[src/rtl/byte_block_packer.sv]
// byte_block_packer
//   Collects NUM_BYTES bytes from the SRAM or I2C byte stream and presents
//   them as one BYTE_W*NUM_BYTES block to the DES core.
//   The block is held until block_ack. A byte arriving while the block is
//   full and unacknowledged is dropped and sets the sticky overrun flag.
//
// Ports
//   clk          system clock, all state on rising edge
//   nrst         asynchronous active-low reset
//   dir_sel      1 = take from_sram, 0 = take from_i2c (sampled with read_enable)
//   from_sram    byte from the SRAM path
//   from_i2c     byte from the I2C path
//   read_enable  selected byte is valid this cycle
//   clear        synchronous flush, highest priority
//   block_ack    consumer takes the presented block
//   output_data  assembled block
//   data_ready   output_data holds a complete block
//   byte_count   bytes accumulated in the current block
//   overrun      sticky: a byte was dropped while the block was full
//   block_parity (PACKER_PARITY_EN only) even parity of each byte, slot-aligned
//
// Optional feature macro: PACKER_PARITY_EN
module byte_block_packer #(
    parameter int BYTE_W    = 8,
    parameter int NUM_BYTES = 8,
    parameter int MSB_FIRST = 1
) (
    input  logic                              clk,
    input  logic                              nrst,
    input  logic                              dir_sel,
    input  logic [BYTE_W-1:0]                 from_sram,
    input  logic [BYTE_W-1:0]                 from_i2c,
    input  logic                              read_enable,
    input  logic                              clear,
    input  logic                              block_ack,
    output logic [BYTE_W*NUM_BYTES-1:0]       output_data,
    output logic                              data_ready,
    output logic [$clog2(NUM_BYTES+1)-1:0]    byte_count,
    output logic                              overrun
`ifdef PACKER_PARITY_EN
    ,
    output logic [NUM_BYTES-1:0]              block_parity
`endif
);

    localparam int BLK_W = BYTE_W * NUM_BYTES;
    localparam int CNT_W = $clog2(NUM_BYTES + 1);
    localparam logic [CNT_W-1:0] LAST_IDX = CNT_W'(NUM_BYTES - 1);

    typedef enum logic {FILL = 1'b0, FULL = 1'b1} state_t;
    state_t state;

    logic [BYTE_W-1:0] sel_byte;
    assign sel_byte = dir_sel ? from_sram : from_i2c;

    // The state flop itself is the data_ready register.
    assign data_ready = (state == FULL);

    // MSB-first shifts the whole block up one byte; LSB-first writes the
    // byte into its slot so stale bytes above it survive until overwritten.
    function automatic logic [BLK_W-1:0] insert_byte(
        input logic [BLK_W-1:0]  blk,
        input logic [BYTE_W-1:0] b,
        input int                slot
    );
        logic [BLK_W-1:0] r;
        r = blk;
        if (MSB_FIRST != 0)
            r = {blk[BLK_W-BYTE_W-1:0], b};
        else
            r[slot*BYTE_W +: BYTE_W] = b;
        return r;
    endfunction

`ifdef PACKER_PARITY_EN
    function automatic logic [NUM_BYTES-1:0] insert_par(
        input logic [NUM_BYTES-1:0] par,
        input logic                 p,
        input int                   slot
    );
        logic [NUM_BYTES-1:0] r;
        r = par;
        if (MSB_FIRST != 0)
            r = {par[NUM_BYTES-2:0], p};
        else
            r[slot +: 1] = p;
        return r;
    endfunction
`endif

    always_ff @(posedge clk or negedge nrst) begin
        if (!nrst) begin
            state       <= FILL;
            output_data <= '0;
            byte_count  <= '0;
            overrun     <= 1'b0;
`ifdef PACKER_PARITY_EN
            block_parity <= '0;
`endif
        end else if (clear) begin
            state       <= FILL;
            output_data <= '0;
            byte_count  <= '0;
            overrun     <= 1'b0;
`ifdef PACKER_PARITY_EN
            block_parity <= '0;
`endif
        end else begin
            case (state)
                FILL: begin
                    if (read_enable) begin
                        output_data <= insert_byte(output_data, sel_byte, int'(byte_count));
`ifdef PACKER_PARITY_EN
                        block_parity <= insert_par(block_parity, ^sel_byte, int'(byte_count));
`endif
                        byte_count <= byte_count + CNT_W'(1);
                        if (byte_count == LAST_IDX)
                            state <= FULL;
                    end
                end
                FULL: begin
                    if (block_ack) begin
                        state <= FILL;
                        if (read_enable) begin
                            // Zero-bubble: this byte starts the next block in slot 0.
                            output_data <= insert_byte(output_data, sel_byte, 0);
`ifdef PACKER_PARITY_EN
                            block_parity <= insert_par(block_parity, ^sel_byte, 0);
`endif
                            byte_count <= CNT_W'(1);
                        end else begin
                            byte_count <= '0;
                        end
                    end else if (read_enable) begin
                        overrun <= 1'b1;
                    end
                end
                default: state <= FILL;
            endcase
        end
    end

endmodule

[config.mk]
export PLATFORM = sky130hd
export DESIGN_NAME = byte_block_packer
export DESIGN_NICKNAME = d
export VERILOG_FILES = /design/src/rtl/byte_block_packer.sv
export SDC_FILE = /design/constraint.sdc
export NUM_CORES = 1
export LEC_CHECK = 0
export CAP_MARGIN = 5
export CORE_ASPECT_RATIO = 0.6
export CORE_MARGIN = 1
export CORE_UTILIZATION = 42
export CTS_CLUSTER_SIZE = 40
export DETAILED_ROUTE_END_ITERATION = 12
export PLACE_DENSITY = 0.71
export SETUP_SLACK_MARGIN = 0.05
export SLEW_MARGIN = 5
export SYNTH_ARGS = -nofsm -noshare
export SYNTH_HDL_FRONTEND = slang
export SYNTH_SLANG_ARGS = --single-unit
[constraint.sdc]
create_clock -name clk -period 1.8 [get_ports clk]
set_clock_uncertainty 0.05 [all_clocks]
set_input_delay 0.18 -clock clk [delete_from_list [all_inputs] [get_ports clk]]
set_output_delay 0.18 -clock clk [all_outputs]
set_load 0.05 [all_outputs]
==> metrics.sh, run 1 <==
PWR_DENSITY_CELL_nW_PER_UM2=837
CHIPHEIGHT_UM=70.0
NFILLCELLS=616
DP.FINAL_HPWL_MM=4.50
DRT-TOTAL-WL_MM=6.58
GR-TOTAL-OVERFLOW=0
WIRE_PER_INST_UM=14.4
CORE-AREA_UM2=7360
SLEW_VIOL_FINAL=0
GRT_PASS1_WL_MM=10.9
CLK_PIN_SLEW_WORST_PATHS_NS=0.05
GRT_USAGE_PCT=17.7
DETAIL_ROUTE.DRC_VIOLATIONS=0
POST_SYNTH_MUX_AREA_SHARE_PCT=25.0
CTS_MADE_BUFFERS=9
CLOCK_SINK_COUNT=70
IR_DROP_mV=0.449
FINAL_HOLD_VIOL_COUNT=0
RSZ_0062_RAISED_AFTER_GLOBAL_ROUTING='false'
DETAILROUTE.VIA_COUNT=2204
WORST-R2R-SETUP-SLACK_NS=0.21
CRITICAL_PATH.REG2REG.ENDPOINT='output_data[7]'
TRITONCTS='built'
CLKLATENCYLATEPIN_NS=0.32
SYN2LAYOUT_AREA_GROWTH_PCT=41.0
WORST-ENDPOINT-REQUIRED_NS=1.57
FINALCOREUTILIZATION_PCT=62.1
TIMING.CRITICAL_PATH.CELLS='clkdlybuf4s50_1'
OUTCOME='finished, final reports clean'
ANTENNA-DIODE-COUNT=0
ROWS=24
PLACEDINSTANCEAREA_UM2=4250
MAXIMUM_FANOUT_ALONG_THE_WORST_PATH=3
HOLDPATHEND='data_ready'
CPMAXSTAGEDELAYCELL='sky130_fd_sc_hd__clkdlybuf4s50_1'
LARGEST_STAGE_DELAY_ON_THE_CRITICAL_PATH_NS=0.80
FLOORPLAN.DIE.WIDTH_UM=115
WORST_HOLD_STARTPOINT='clear'
FIRST_ITER_VIOLATIONS=93
MULTI_INPUT_GATE_AREA_UM2=1370
SETUP_VIOLATIONS=0
ENDPOINT_KIND='primary output'
P_LEAK_nW=2.66
PATH_CLASS='reg2out'
H-TREE-DEPTH=3
SYNTH_FP_NETS=275
WORST-ENDPOINT-ARRIVAL_NS=1.48
PLACE.GP.CONGESTION=0.789
FLOORPLAN.INITIALDENSITY_PCT=44.0
GRT_MAX_DEGREE=71
FINALNETCOUNT=372
DIEAREA_UM2=8080
YS_SEQ_AREA_SHARE_PCT=54.1
TIMING.FINAL.CRIT_SHARE_PCT=94.9
RELATIVE_SLEW_SLACK_PCT=65.8
CLOCKBUFFERDEPTH=2
WORST_HOLD_PATH_TYPE='in2reg'
SYNTH_XOR_XNOR_AREA_SHARE_PCT=0
LAYOUTNONFILLERINSTCOUNT=456
YOSYS_REGISTER_BITS=70
MIN_DELAY_PATH_DEPTH=3
POST_SYNTH.CELL_AREA_AVG_UM2=12.9
CTS_ROOT_BUFFER='sky130_fd_sc_hd__clkbuf_16'
CRIT-REG2REG-LAUNCH='data_ready'
DETAIL_ROUTE.FIRST_PASS.ITERATIONS=4
LARGEST_FAMILY_OF_LOGIC_CELLS_BY_SYNTHESIZED_AREA='multiplexers'
SYN-CELL-AREA_UM2=3240
YOSYS.AREA_SHARE.SIMPLE_PCT=15.4
WORSTREGTOREGCELLS=4
IO-PIN-COUNT=92
GRT_ANTENNA_BEFORE_REPAIR=0
FIRST_GLOBAL_VIAS=2145
SYNTHESIS.INSTANCES=252
DRV_CAP=0
SYNTH_ADDER_AREA_SHARE_PCT=0.386
AREA.SEQUENTIAL_UM2=1750
CRITICAL-PATH-TOP-DELAY-FAMILY='buffers and inverters'
LAYOUT.CELL_AREA.NON_FILLER_UM2=4570
SYNTH_WARNINGS=0
POST_ROUTE_CELLS_DRIVE_ABOVE_1_SHARE_PCT=30.4
WORSTSETUPPATHDEPTH=1
PLACE_INST=441
PORT-BUFFER-COUNT=91
SYNTH_COMPOUND_AREA_SHARE_PCT=1.58
FINALSETUPTNS_NS=0
ANT_NETS=0
ACHIEVABLE-FREQUENCY_GHz=0.586
CP-START-KIND='register'
POST_SYNTH_NUM_CELL_TYPES=23
FINAL.MIN_CLOCK_PERIOD_NS=1.71
WORSTPATHBUFFERINVERTERCOUNT=1
DETAIL_ROUTE.VIAS_PER_CELL=4.83
TIGHTESTPINTRANSITION_NS=0.513
tightest hold or removal path, stage by stage:
cell	delay, ns
sky130_fd_sc_hd__buf_2	0.15
sky130_fd_sc_hd__buf_4	0.26
sky130_fd_sc_hd__a21oi_1	0.06
sequential cells by signal (all words and copies together) (netlist names):
| register | flops |
|---|---|
| output_data | 64 |
| byte_count | 4 |
| data_ready | 1 |
| overrun | 1 |
layer usage:
metal | GRT usage (%) | share of wire (%) | vias up
met5 | 0 | 0 | -
met4 | 5.19 | 0.96 | 0
met3 | 8.16 | 8.5 | 8
met2 | 24.6 | 44 | 64
met1 | 24.5 | 47 | 1083
li1 | - | - | 1049
Yosys cell counts, drive strengths merged:
master,instances,area share [%]
a21oi,6,1.3
buf,11,2.8
clkbuf,6,0.70
dfrtp,70,54
ha,1,0.39
mux2,64,22
mux2i,9,2.8
nand2,3,0.35
nand2b,1,0.42
nand3,2,0.31
nand3b,2,0.46
nand4,1,0.19
nor2,12,1.4
nor2b,58,11
nor3,1,0.15
o21ai,2,0.31
or3b,1,0.27
or4,1,0.23
or4bb,1,0.35
stage by stage:
step           setup WS [ns]  hold slack (ns)  total power, mW
2_1_floorplan          0.144           -0.166             2.06
3_3_place_gp          0.0228            0.172             2.29
3_5_place_dp          0.0115            0.168             2.30
4_1_cts               0.0501            0.308             3.88
5_1_grt               0.0503            0.330             3.99
6_report              0.0925            0.312             3.83
report_power, final:
part / switching, mW / total, mW / internal, mW / leakage (nW)
Clock: 0.585 / 1.58 / 0.991 / 0.128
Sequential: 0.0424 / 1.67 / 1.63 / 0.958
Combinational: 0.349 / 0.576 / 0.227 / 1.57
layout by cell type (no fill, tap or decap), types with 3 or more instances in the layout:
master                            instances
sky130_fd_sc_hd__a21oi_1                  5
sky130_fd_sc_hd__clkbuf_16                9
sky130_fd_sc_hd__dfrtp_1                 69
sky130_fd_sc_hd__mux2_2                  64
sky130_fd_sc_hd__nand2_1                  3
sky130_fd_sc_hd__buf_4                   22
sky130_fd_sc_hd__nor2_1                  12
sky130_fd_sc_hd__clkdlybuf4s50_1         29
sky130_fd_sc_hd__mux2i_1                  9
sky130_fd_sc_hd__dlygate4sd2_1           20
sky130_fd_sc_hd__dlymetal6s2s_1          27
sky130_fd_sc_hd__buf_12                   3
sky130_fd_sc_hd__nor2b_1                 57
how the worst max path moves through the flow:
stage | startpoint | to
global placement | block_ack | output_data[30]
global route | output_data[0] | output_data[0]
finish | output_data[24] | output_data[24]
CTS | output_data[52] | output_data[52]
detailed placement | block_ack | output_data[20]
floorplan | byte_count[0] | data_ready
cells by family after synthesis:
kind of cell	after synthesis
muxes	73
buffers and inverters	17
adders and majority gates	1
and+or+nand+nor	83
AOI/OAI and AO/OA	8
DFF	70
cell type report:
cell class	count	share of cell area, %
clock buffer	13	5.70
sequential	70	38.4
timing repair buffer	103	22.8
tap	104	2.85
multi-input combinational	165	30.1
clock inverter	1	0.164
repair_timing:
item	CTS	global route
hold buffers	1	0
resized for setup	20	27
endpoints found under the setup margin	20	27
buffers inserted	0	0
endpoints found under the hold margin	70	0
No activity file was read; power rests on OpenSTA's default activity.
==> run 2: changes to the inputs <==
--- a/config.mk
+++ b/config.mk
@@ -6,7 +6,7 @@
 export NUM_CORES = 1
 export LEC_CHECK = 0
 export CAP_MARGIN = 5
-export CORE_ASPECT_RATIO = 0.6
+export CORE_ASPECT_RATIO = 2
 export CORE_MARGIN = 1
 export CORE_UTILIZATION = 42
 export CTS_CLUSTER_SIZE = 40
==> run 2 against run 1 <==
Compared with the run above:
- setup slack got worse by 0.0074 ns
- global-route usage up 0.69 points
- clock-buffer cell count decreased by 2
- sequential power hardly changed
- maximum frequency fell by 0.43%
- first-iteration DRC count is 16% lower
- final area is 0.63% higher
- die area rose by 0.12%
- critical path depth unchanged
- largest cell class unchanged
- utilization shrank 1.2 points
- non-clock buffer count fell by 1
- flip-flop and latch count stayed put
==> metrics.sh, run 2 (synthesized netlist as in run 1, its figures left out) <==
CRIT-REG2REG-LAUNCH='data_ready'
P_LEAK_nW=2.67
DR_WL_MET3_UM=273
WIRE_PER_INST_UM=15.2
H-TREE-DEPTH=3
WORSTPATHBUFFERINVERTERCOUNT=1
WORST-ENDPOINT-REQUIRED_NS=1.57
SLEW_VIOL_FINAL=0
POST_ROUTE_CELLS_DRIVE_ABOVE_1_SHARE_PCT=30.4
PLACEDINSTANCEAREA_UM2=4230
SWITCHING_SHARE_PCT=24.5
CRITICAL_PATH.REG2REG.ENDPOINT='output_data[31]'
MAXIMUM_FANOUT_ALONG_THE_WORST_PATH=3
TIMING.FINAL.CRIT_SHARE_PCT=95.3
COMBINATIONALPOWERSHARE_PCT=13.9
CLOCK_SINK_COUNT=70
WORST-ENDPOINT-ARRIVAL_NS=1.48
CP-START-KIND='register'
RSZ_0062_RAISED_AFTER_GLOBAL_ROUTING='false'
DIEAREA_UM2=8090
DETAIL_ROUTE.FIRST_PASS.ITERATIONS=4
SYN2LAYOUT_AREA_GROWTH_PCT=41.9
POST-CTS-SETUP-BUFFER-COUNT=0
ACHIEVABLE-FREQUENCY_GHz=0.583
LAYOUT.CELL_AREA.NON_FILLER_UM2=4600
FLOORPLAN.DIE.WIDTH_UM=64.1
TIMING.CRITICAL_PATH.CELLS='clkdlybuf4s50_1'
CPMAXSTAGEDELAYCELL='sky130_fd_sc_hd__clkdlybuf4s50_1'
POWER.NET_SWITCHING_mW=1.01
ROWS=45
WORST_SETUP_PATH_ENDPOINT='output_data[5]'
TOP_REGISTER='output_data'
GRT_ANTENNA_BEFORE_REPAIR=0
ENDPOINT_KIND='primary output'
LARGEST_REG_FLOPS=64
FLOORPLAN.INITIALDENSITY_PCT=42.9
WORST_HOLD_PATH_TYPE='in2reg'
RELATIVE_SLEW_SLACK_PCT=61.4
DETAILROUTE.VIA_COUNT=2178
DRV_CAP=0
GRT_USAGE_PCT=18.4
CLOCKBUFFERDEPTH=2
FIRST_GLOBAL_VIAS=2183
CRITPATHLAUNCH='output_data[5]'
GRT_PASS1_WL_MM=11.0
CHIPHEIGHT_UM=126
FINALCOREUTILIZATION_PCT=60.9
TOP_FLOP_REGS='output_data (64), byte_count (4)'
FIRST_ITER_VIOLATIONS=78
PORT-BUFFER-COUNT=91
DETAIL_ROUTE.VIAS_PER_CELL=4.88
PATH_CLASS='reg2out'
ANTENNA-DIODE-COUNT=0
TIGHTESTPINTRANSITION_NS=0.579
CRITICAL-PATH-TOP-DELAY-FAMILY='buffers and inverters'
CTS_MADE_BUFFERS=9
LAYOUT.CELLS.MOST_COMMON_LIST='sky130_fd_sc_hd__dfrtp_1, sky130_fd_sc_hd__mux2_2, sky130_fd_sc_hd__nor2b_1, sky130_fd_sc_hd__clkdlybuf4s50_1'
OUTCOME='finished, final reports clean'
WORSTREGTOREGCELLS=4
P_INT_mW=3.13
PWR-SHARE-CLK_PCT=45.7
HOLD_WS_NS=0.300
TOP_SIGNAL_LAYER_USED='met4'
CORE-AREA_UM2=7540
DETAIL_ROUTE.DRC_VIOLATIONS=0
DP.FINAL_HPWL_MM=4.76
DRT-TOTAL-WL_MM=6.76
WORST-R2R-SETUP-SLACK_NS=0.21
CLK_PIN_SLEW_WORST_PATHS_NS=0.05
FINAL.MIN_CLOCK_PERIOD_NS=1.71
GR-TOTAL-OVERFLOW=0
GRT_MAX_DEGREE=46
LARGEST_STAGE_DELAY_ON_THE_CRITICAL_PATH_NS=0.81
FINALNETCOUNT=371
LAYOUT.CELLS.MOST_COMMON='sky130_fd_sc_hd__dfrtp_1'
WORSTSETUPPATHDEPTH=1
PLACE.GP.CONGESTION=0.696
CLKLATENCYLATEPIN_NS=0.33
SETUP_VIOLATIONS=0
IR_DROP_mV=0.845
IO-PIN-COUNT=92
CTS_ROOT_BUFFER='sky130_fd_sc_hd__clkbuf_16'
POWER.SHARE.SEQUENTIAL_PCT=40.4
PWR_DENSITY_CELL_nW_PER_UM2=901
TRITONCTS='built'
FINAL_HOLD_VIOL_COUNT=0
ANT_NETS=0
MET1_WIRE_LENGTH_MM=2.60
MET2ROUTEDLENGTH_MM=3.75
-- run 2: area by class of cell --
cell class,count,area [um2]
fillers,665,2950
flip-flops and latches,70,1750
multi-input cells,165,1370
repair buffers,102,1030
clock buffers,11,253
well taps,94,118
clock inverters,4,70.1
-- run 2: power groups by stage --
stage          Clock [mW]  Sequential, mW  Combinational, mW
3_3_place_gp            0            1.70              0.590
2_1_floorplan           0            1.88              0.177
4_1_cts              1.93            1.68              0.588
6_report             1.89            1.67              0.576
5_1_grt              1.99            1.68              0.610
3_5_place_dp            0            1.70              0.598
-- run 2: worst min path at each step --
| stage | from | endpoint | cells after the start |
|---|---|---|---|
| 6_report | clear | overrun | 3 |
| 5_1_grt | clear | byte_count[1] | 3 |
| 4_1_cts | clear | overrun | 3 |
| 3_5_place_dp | nrst | output_data[25] | 1 |
| 3_3_place_gp | nrst | output_data[26] | 1 |
| 2_1_floorplan | nrst | byte_count[0] | 0 |
-- run 2: metrics by stage --
stage                     worst slack, ns  TNS [ns]  power [mW]  cells
after floorplan                     0.144         0        2.06    252
after global placement            -0.0419     -1.81        2.29    430
after detailed placement          -0.0644     -2.65        2.30    430
after CTS                          0.0500         0        4.20    446
after global routing               0.0502         0        4.28    446
final                              0.0851         0        4.14    446
-- run 2: timing repair --
| action | CTS | global route |
|---|---|---|
| gates cloned | 0 | 0 |
| hold buffers | 1 | 0 |
| hold endpoints to repair | 41 | 0 |
| resized for setup | 25 | 25 |
| endpoints found under the setup margin | 25 | 25 |
-- run 2: routing by layer --
| layer | GRT usage, % | up-vias |
|---|---|---|
| li1 | - | 1042 |
| met1 | 19.6 | 1069 |
| met2 | 32.9 | 56 |
| met3 | 5.25 | 11 |
| met4 | 8.24 | 0 |
| met5 | 0 | - |
==> run 3: changes to the inputs <==
--- a/config.mk
+++ b/config.mk
@@ -11,6 +11,7 @@
 export CORE_UTILIZATION = 42
 export CTS_CLUSTER_SIZE = 40
 export DETAILED_ROUTE_END_ITERATION = 12
+export HOLD_SLACK_MARGIN = 0.05
 export PLACE_DENSITY = 0.71
 export SETUP_SLACK_MARGIN = 0.05
 export SLEW_MARGIN = 5
==> results of run 3 <==
Final layout, timing and power as in run 2 (identical DEF).
